--- src/rtl/sd_frame_buf_ctrl_pkg.sv ---
// Shared types and default sizing for the sample frame buffer controller.
// The optional SD_BUF_REPLAY_EN build reuses these definitions unchanged.
package sd_buf_pkg;

    localparam int SD_DW    = 16;
    localparam int SD_DEPTH = 14;
    localparam int SD_AW    = 4;

    typedef enum logic [1:0] {
        IDLE  = 2'd0,
        FILL  = 2'd1,
        DRAIN = 2'd2
    } buf_state_t;

endpackage

--- src/rtl/sd_frame_buf_ctrl_if.sv ---
// Stream-in / stream-out handshake bundle for the frame buffer controller.
// The replay input exists only when SD_BUF_REPLAY_EN is defined.
interface sd_frame_buf_ctrl_if
    import sd_buf_pkg::*;
#(
    parameter int DW = SD_DW,
    parameter int AW = SD_AW
);
    logic          in_valid;
    logic          in_ready;
    logic [DW-1:0] in_data;
    logic          out_valid;
    logic          out_ready;
    logic [DW-1:0] out_data;
    logic [AW-1:0] out_addr;
    logic          out_last;
    logic          busy;
`ifdef SD_BUF_REPLAY_EN
    logic          replay;
`endif

    modport slave (
        input  in_valid, in_data, out_ready,
`ifdef SD_BUF_REPLAY_EN
        input  replay,
`endif
        output in_ready, out_valid, out_data, out_addr, out_last, busy
    );

    modport master (
        output in_valid, in_data, out_ready,
`ifdef SD_BUF_REPLAY_EN
        output replay,
`endif
        input  in_ready, out_valid, out_data, out_addr, out_last, busy
    );

endinterface

--- src/rtl/sd_frame_buf_ctrl_ram.sv ---
// Single-port DEPTH x DW block RAM: synchronous write, registered read,
// output register holds its value whenever en is low.
module sd_buf_ram #(
    parameter int DW    = 16,
    parameter int DEPTH = 14,
    parameter int AW    = 4
) (
    input  logic          clk,
    input  logic          en,
    input  logic          we,
    input  logic [AW-1:0] addr,
    input  logic [DW-1:0] din,
    output logic [DW-1:0] dout
);

    logic [DW-1:0] r_mem [0:DEPTH-1];

    always_ff @(posedge clk) begin
        if (en) begin
            if (we) begin
                r_mem[addr] <= din;
            end else begin
                dout <= r_mem[addr];
            end
        end
    end

endmodule

--- src/rtl/sd_frame_buf_ctrl.sv ---
// Frame buffer controller: collects DEPTH samples, then streams them out with
// valid/ready backpressure. Optional SD_BUF_REPLAY_EN re-drains the last frame.
module sd_frame_buf_ctrl
    import sd_buf_pkg::*;
#(
    parameter int DW    = SD_DW,
    parameter int DEPTH = SD_DEPTH,
    parameter int AW    = SD_AW
) (
    input  logic               clk,
    input  logic               rst,
    sd_frame_buf_ctrl_if.slave bus
);

    buf_state_t    r_state;
    buf_state_t    w_state_nxt;
    logic [AW-1:0] r_wr_ptr;
    logic [AW:0]   r_rd_ptr;
    logic          r_out_valid;
    logic          r_out_last;
    logic [AW-1:0] r_out_addr;

    logic          w_ram_en;
    logic          w_ram_we;
    logic [AW-1:0] w_ram_addr;
    logic [DW-1:0] w_ram_dout;
    logic          w_in_ready;
    logic          w_rd_issue;
    logic          w_replay_go;
    logic          w_out_xfer;

`ifdef SD_BUF_REPLAY_EN
    logic          r_frame_stored;
    assign w_replay_go = (r_state == IDLE) && bus.replay && r_frame_stored;
`else
    assign w_replay_go = 1'b0;
`endif

    assign w_out_xfer = r_out_valid && bus.out_ready;
    // rd_ptr is one bit wider so it can reach DEPTH and stop issuing reads
    assign w_rd_issue = (r_state == DRAIN) && (!r_out_valid || bus.out_ready)
                        && (r_rd_ptr < (AW+1)'(DEPTH));

    always_ff @(posedge clk or posedge rst) begin
        if (rst) begin
            r_state <= IDLE;
        end else begin
            r_state <= w_state_nxt;
        end
    end

    always_comb begin
        w_state_nxt = r_state;
        w_in_ready  = 1'b0;
        w_ram_en    = 1'b0;
        w_ram_we    = 1'b0;
        w_ram_addr  = '0;
        case (r_state)
            IDLE: begin
                w_in_ready = !w_replay_go;
                if (w_replay_go) begin
                    w_state_nxt = DRAIN;
                end else if (bus.in_valid) begin
                    w_ram_en    = 1'b1;
                    w_ram_we    = 1'b1;
                    w_state_nxt = FILL;
                end
            end
            FILL: begin
                w_in_ready = 1'b1;
                if (bus.in_valid) begin
                    w_ram_en   = 1'b1;
                    w_ram_we   = 1'b1;
                    w_ram_addr = r_wr_ptr;
                    if (r_wr_ptr == AW'(DEPTH - 1)) begin
                        w_state_nxt = DRAIN;
                    end
                end
            end
            DRAIN: begin
                if (w_rd_issue) begin
                    w_ram_en   = 1'b1;
                    w_ram_addr = r_rd_ptr[AW-1:0];
                end
                if (w_out_xfer && r_out_last) begin
                    w_state_nxt = IDLE;
                end
            end
            default: w_state_nxt = IDLE;
        endcase
    end

    always_ff @(posedge clk or posedge rst) begin
        if (rst) begin
            r_wr_ptr    <= '0;
            r_rd_ptr    <= '0;
            r_out_valid <= 1'b0;
            r_out_last  <= 1'b0;
            r_out_addr  <= '0;
        end else begin
            // wrapping after DEPTH-1 leaves wr_ptr at 0 for the next frame
            if (w_ram_we) begin
                r_wr_ptr <= (w_ram_addr == AW'(DEPTH - 1)) ? '0 : w_ram_addr + 1'b1;
            end
            if (r_state != DRAIN && w_state_nxt == DRAIN) begin
                r_rd_ptr <= '0;
            end else if (w_rd_issue) begin
                r_rd_ptr <= r_rd_ptr + 1'b1;
            end
            if (w_rd_issue) begin
                r_out_valid <= 1'b1;
                r_out_addr  <= r_rd_ptr[AW-1:0];
                r_out_last  <= (r_rd_ptr == (AW+1)'(DEPTH - 1));
            end else if (w_out_xfer) begin
                r_out_valid <= 1'b0;
                r_out_last  <= 1'b0;
            end
        end
    end

`ifdef SD_BUF_REPLAY_EN
    always_ff @(posedge clk or posedge rst) begin
        if (rst) begin
            r_frame_stored <= 1'b0;
        end else if (r_state == FILL && w_state_nxt == DRAIN) begin
            r_frame_stored <= 1'b1;
        end
    end
`endif

    assign bus.in_ready  = w_in_ready;
    assign bus.out_valid = r_out_valid;
    assign bus.out_data  = w_ram_dout;
    assign bus.out_addr  = r_out_addr;
    assign bus.out_last  = r_out_last;
    assign bus.busy      = (r_state != IDLE);

    sd_buf_ram #(
        .DW    (DW),
        .DEPTH (DEPTH),
        .AW    (AW)
    ) u_ram (
        .clk  (clk),
        .en   (w_ram_en),
        .we   (w_ram_we),
        .addr (w_ram_addr),
        .din  (bus.in_data),
        .dout (w_ram_dout)
    );

endmodule

--- src/flat_wrapper.sv ---
// flat-port wrapper written by rule: the top's interface ports become plain ports
module sd_frame_buf_ctrl_flat import sd_buf_pkg::*;
#(
    parameter int DW    = SD_DW,
    parameter int DEPTH = SD_DEPTH,
    parameter int AW    = SD_AW
)
  (clk, rst, bus_in_valid, bus_in_data, bus_out_ready, bus_in_ready, bus_out_valid, bus_out_data, bus_out_addr, bus_out_last, bus_busy);
  sd_frame_buf_ctrl_if #(.DW(DW), .AW(AW)) bus_i ();
  input  logic clk;
  input  logic rst;
  input wire logic [$bits(bus_i.in_valid)-1:0] bus_in_valid;
  input wire logic [$bits(bus_i.in_data)-1:0] bus_in_data;
  input wire logic [$bits(bus_i.out_ready)-1:0] bus_out_ready;
  output wire logic [$bits(bus_i.in_ready)-1:0] bus_in_ready;
  output wire logic [$bits(bus_i.out_valid)-1:0] bus_out_valid;
  output wire logic [$bits(bus_i.out_data)-1:0] bus_out_data;
  output wire logic [$bits(bus_i.out_addr)-1:0] bus_out_addr;
  output wire logic [$bits(bus_i.out_last)-1:0] bus_out_last;
  output wire logic [$bits(bus_i.busy)-1:0] bus_busy;
  assign bus_i.in_valid = bus_in_valid;
  assign bus_i.in_data = bus_in_data;
  assign bus_i.out_ready = bus_out_ready;
  assign bus_in_ready = bus_i.in_ready;
  assign bus_out_valid = bus_i.out_valid;
  assign bus_out_data = bus_i.out_data;
  assign bus_out_addr = bus_i.out_addr;
  assign bus_out_last = bus_i.out_last;
  assign bus_busy = bus_i.busy;
  sd_frame_buf_ctrl #(.DW(DW), .DEPTH(DEPTH), .AW(AW)) u_core (.clk(clk), .rst(rst), .bus(bus_i));
endmodule
--- config.mk ---
export PLATFORM = sky130hd
export DESIGN_NAME = sd_frame_buf_ctrl_flat
export DESIGN_NICKNAME = d
export VERILOG_FILES = /design/src/rtl/sd_frame_buf_ctrl_pkg.sv /design/src/rtl/sd_frame_buf_ctrl_if.sv /design/src/rtl/sd_frame_buf_ctrl_ram.sv /design/src/rtl/sd_frame_buf_ctrl.sv /design/src/flat_wrapper.sv
export SDC_FILE = /design/constraint.sdc
export NUM_CORES = 1
export LEC_CHECK = 0
export CORE_MARGIN = 3
export CORE_UTILIZATION = 54
export DETAILED_ROUTE_END_ITERATION = 6
export GPL_TIMING_DRIVEN = 1
export PLACE_DENSITY = 0.75
export SLEW_MARGIN = 0
export SYNTH_ARGS = -nofsm -noshare
export SYNTH_HDL_FRONTEND = slang
export SYNTH_SLANG_ARGS = --single-unit
--- constraint.sdc ---
create_clock -name clk -period 3.02 [get_ports clk]
set_input_delay 0.604 -clock clk [delete_from_list [all_inputs] [get_ports clk]]
set_output_delay 0.604 -clock clk [all_outputs]
set_load 0.01 [all_outputs]
==> results of run 1 <==
## logic make-up (layout without fill, tap and decap cells)
| logic type | Yosys count | in the layout | share of synthesized area |
|---|---|---|---|
| flops | 257 | 257 | 0.745 |
| simple gates | 113 | 113 | 0.0532 |
| mux | 107 | 107 | 0.105 |
| compound gates | 97 | 97 | 0.0670 |
| buf+inv | 38 | 178 | 0.0212 |
| fa+ha+maj | 6 | 6 | 0.00733 |
| xor+xnor | 2 | 2 | 0.00171 |
## flip-flops by register name (all words and copies together) (netlist names)
| name | count |
|---|---|
| u_core.u_ram.r_mem | 224 |
| u_core.u_ram.dout | 16 |
| u_core.r_rd_ptr | 5 |
| u_core.bus.out_addr | 4 |
| u_core.r_wr_ptr | 4 |
| u_core.r_state | 2 |
| u_core.bus.out_last | 1 |
| u_core.bus.out_valid | 1 |
## through the flow
step	hold WS (ps)	util	total power, mW
2_1_floorplan	456	-	4.81
3_3_place_gp	460	0.632	5.16
3_5_place_dp	487	0.632	5.19
4_1_cts	479	0.677	8.23
5_1_grt	528	0.681	8.52
6_report	468	0.681	8.22
## where the power goes
group / internal (mW) / total [mW] / switching (mW) / leakage, nW
Clock: 1.75 / 3.05 / 1.30 / 0.397
Combinational: 0.519 / 1.13 / 0.607 / 2.15
Sequential: 4.01 / 4.04 / 0.0304 / 2.40
Total: 6.28 / 8.22 / 1.94 / 4.94
## cell type report
type | instances | area, um2 | area share
clock buffer | 28 | 658 | 0.0529
clock inverter | 20 | 168 | 0.0135
inverter | 6 | 22.5 | 0.00181
multi-input combinational | 325 | 2440 | 0.196
sequential | 257 | 7630 | 0.613
tap | 229 | 287 | 0.0230
timing repair buffer | 124 | 1230 | 0.0990
## routing by layer
| metal | GRT usage | wire length [um] |
|---|---|---|
| met5 | 0 | 0 |
| met3 | 0.0326 | 1420 |
| met2 | 0.379 | 11300 |
| met1 | 0.294 | 9080 |
| met4 | 0.0629 | 668 |
## cell usage in the layout, fill, tap and decap left out, drive strengths merged, types with 6 or more instances in the layout
master	netlist	routed
edfxtp	240	240
mux2i	107	107
buf	28	80
clkdlybuf4s50	0	43
nand2	35	35
o22ai	33	33
nor2	33	33
clkbuf	4	29
o21ai	22	22
dfrtp	17	17
or3	15	15
clkinv	0	15
a21oi	12	12
o32a	11	11
nand3	8	8
inv	6	6
ha	6	6
a41oi	6	6
## timing repair
item                                    4_1_cts  5_1_grt
resized for setup                             0        5
endpoints found under the setup margin        0      151
setup buffers                                 0        4
## final timing paths
| check | to | slack [ps] | cells past startpoint |
|---|---|---|---|
| max | u_core.u_ram.r_mem[0][0]$_DFFE_PP_ | 110 | 9 |
| min | u_core.bus.out_addr[2]$_DFFE_PP0N_ | 470 | 2 |
| max reg2reg | u_core.u_ram.r_mem[0][0]$_DFFE_PP_ | 110 | 9 |
| min reg2reg | u_core.bus.out_addr[0]$_DFFE_PP0N_ | 490 | 2 |
| max in group asynchronous | u_core.r_wr_ptr[1]$_DFFE_PP0P_ | 2130 | 2 |
| min in group clk | u_core.bus.out_addr[0]$_DFFE_PP0N_ | 490 | 2 |
==> results.md, run 1 <==
* Status: finished clean
* Max IR drop VDD at 0.548 mV
* Cells after Synth at 620
* Wire length per cell at 22.7 um
* Hold Path Class: in -> async
* DR vias at 5,915
* Initial Util at 0.561
* Crit end category: flip-flop
* Tot GR Track Use at 0.220
* Non-filler instance count after layout at 989
* Iter 0 DRT Violations at 516
* Die width at 144 um
* Synthesized Nets at 646
* Crit Path Class: reg -> reg
* Final ANT Viol Nets at 0
* Core Rows at 49
* Count leader, synth: edfxtp_1
* Post-synth EDFFs at 240
* Port Buf Inserts at 43
* Die Area at 20,700 um2
* Final setup fails at 0
* Crit path launch type: flip-flop
* Final hold viol count at 0
* Setup ws final at 114 ps
* Dpl cells at 936
* Data arrival, critical path at 3130 ps
* Yosys top cell area share at 0.703
* Via density per instance at 5.98
* Post-synthesis cell area at 10,200 um2
* Clock tree buffer depth at 3
* Rel. slew slack at 0.564
* HPWL after DPL at 14.5 mm
* PwrDens at 660 nW/um2
* Drt first pass iters at 5
* Max Clk Rate at 344 MHz
* Start point of the critical path: u_core.r_state[0]$_DFF_PP0_
* Final WL at 22.4 mm
* RSZ-0062 raised after global routing: true
* Initial antenna violation count at 0
* Placed inst area at 11,500 um2
* Async set or reset register ratio after synthesis at 0.0661
* Pre-CTS WS at -347 ps
* Layout cells sized above 1 at 0.183
* Critical Path Most Common Cell: buf_4
* Worst skew pair latency at 530 ps
* Ports at 44
* CP max stage cell: dfrtp_1
* Die Y at 144 um
* Clock H-tree levels at 1
* Number of global-route vias before repair at 6,113
* Delay of the slowest critical-path stage at 400 ps
* CP cell instances: inv_1 -> ha_1 -> and2b_2 -> a41oi_2 -> nand2b_1 -> buf_4 -> nand3_1 -> nor2_2 -> buf_4
* Finished layout cell area at 12,400 um2
* Core area at 18,300 um2
* Slew @ Worst Pin at 654 ps
* Yosys synthesis warning count at 0
* FILL cells at 1,179
* Most instantiated cells after synthesis: edfxtp_1 (240), mux2i_1 (107), nand2_1 (34)
* #FFs+latches synth at 257
* Crit path max-delay family: simple AND/OR/NAND/NOR gates
* Syn_area_per_cell at 16.5 um2
* Clock-pin slew on the worst setup and hold paths at 60 ps
* Post-synth top area cell: edfxtp_1
* Antenna cells at 0
* Buffers & Inverters on Critical Path at 3
* Period utilization at 0.962
* WP data required at 3240 ps
* Total negative slack at 0 ps
* Max cap viols at 0
* Seq/Total Area, Yosys at 0.745
* Largest net degree at the start of global routing at 38
* Hold Buf Count CTS at 0
* First-pass GRT wire length at 34.3 mm
* Clock Skew at 16.9 ps
* TritonCTS clock tree: built
* GRT overflow at 0
* Num CTS Buffers at 26
* DRC at 0
* Final Max Tran Viols at 0
* Crit-path max FO at 13
* Area contributors post-synth: edfxtp_1 (70%), mux2i_1 (10%), dfrtp_1 (4.2%)
* Most used DFF post-synth: edfxtp_1
* Pleak at 4.94 nW
* Root Buffer: clkbuf_16
* FF-to-FF Start: u_core.r_state[0]$_DFF_PP0_
* Area Overhead vs Synth at 21.4%
* Unique cell type count in the Yosys netlist at 45
* Routability-driven placement congestion ratio at 0.857
* Period minus WS final at 2910 ps
* Final Net Count at 766
* Clock Sinks at 257
Power figures use the tool's default switching activity.
==> inputs of run 2 (changes only) <==
Settings changed: CTS_CLUSTER_DIAMETER set to 100.
==> results of run 2 <==
The final DEF is identical to that of run 1; final timing and power are the same.
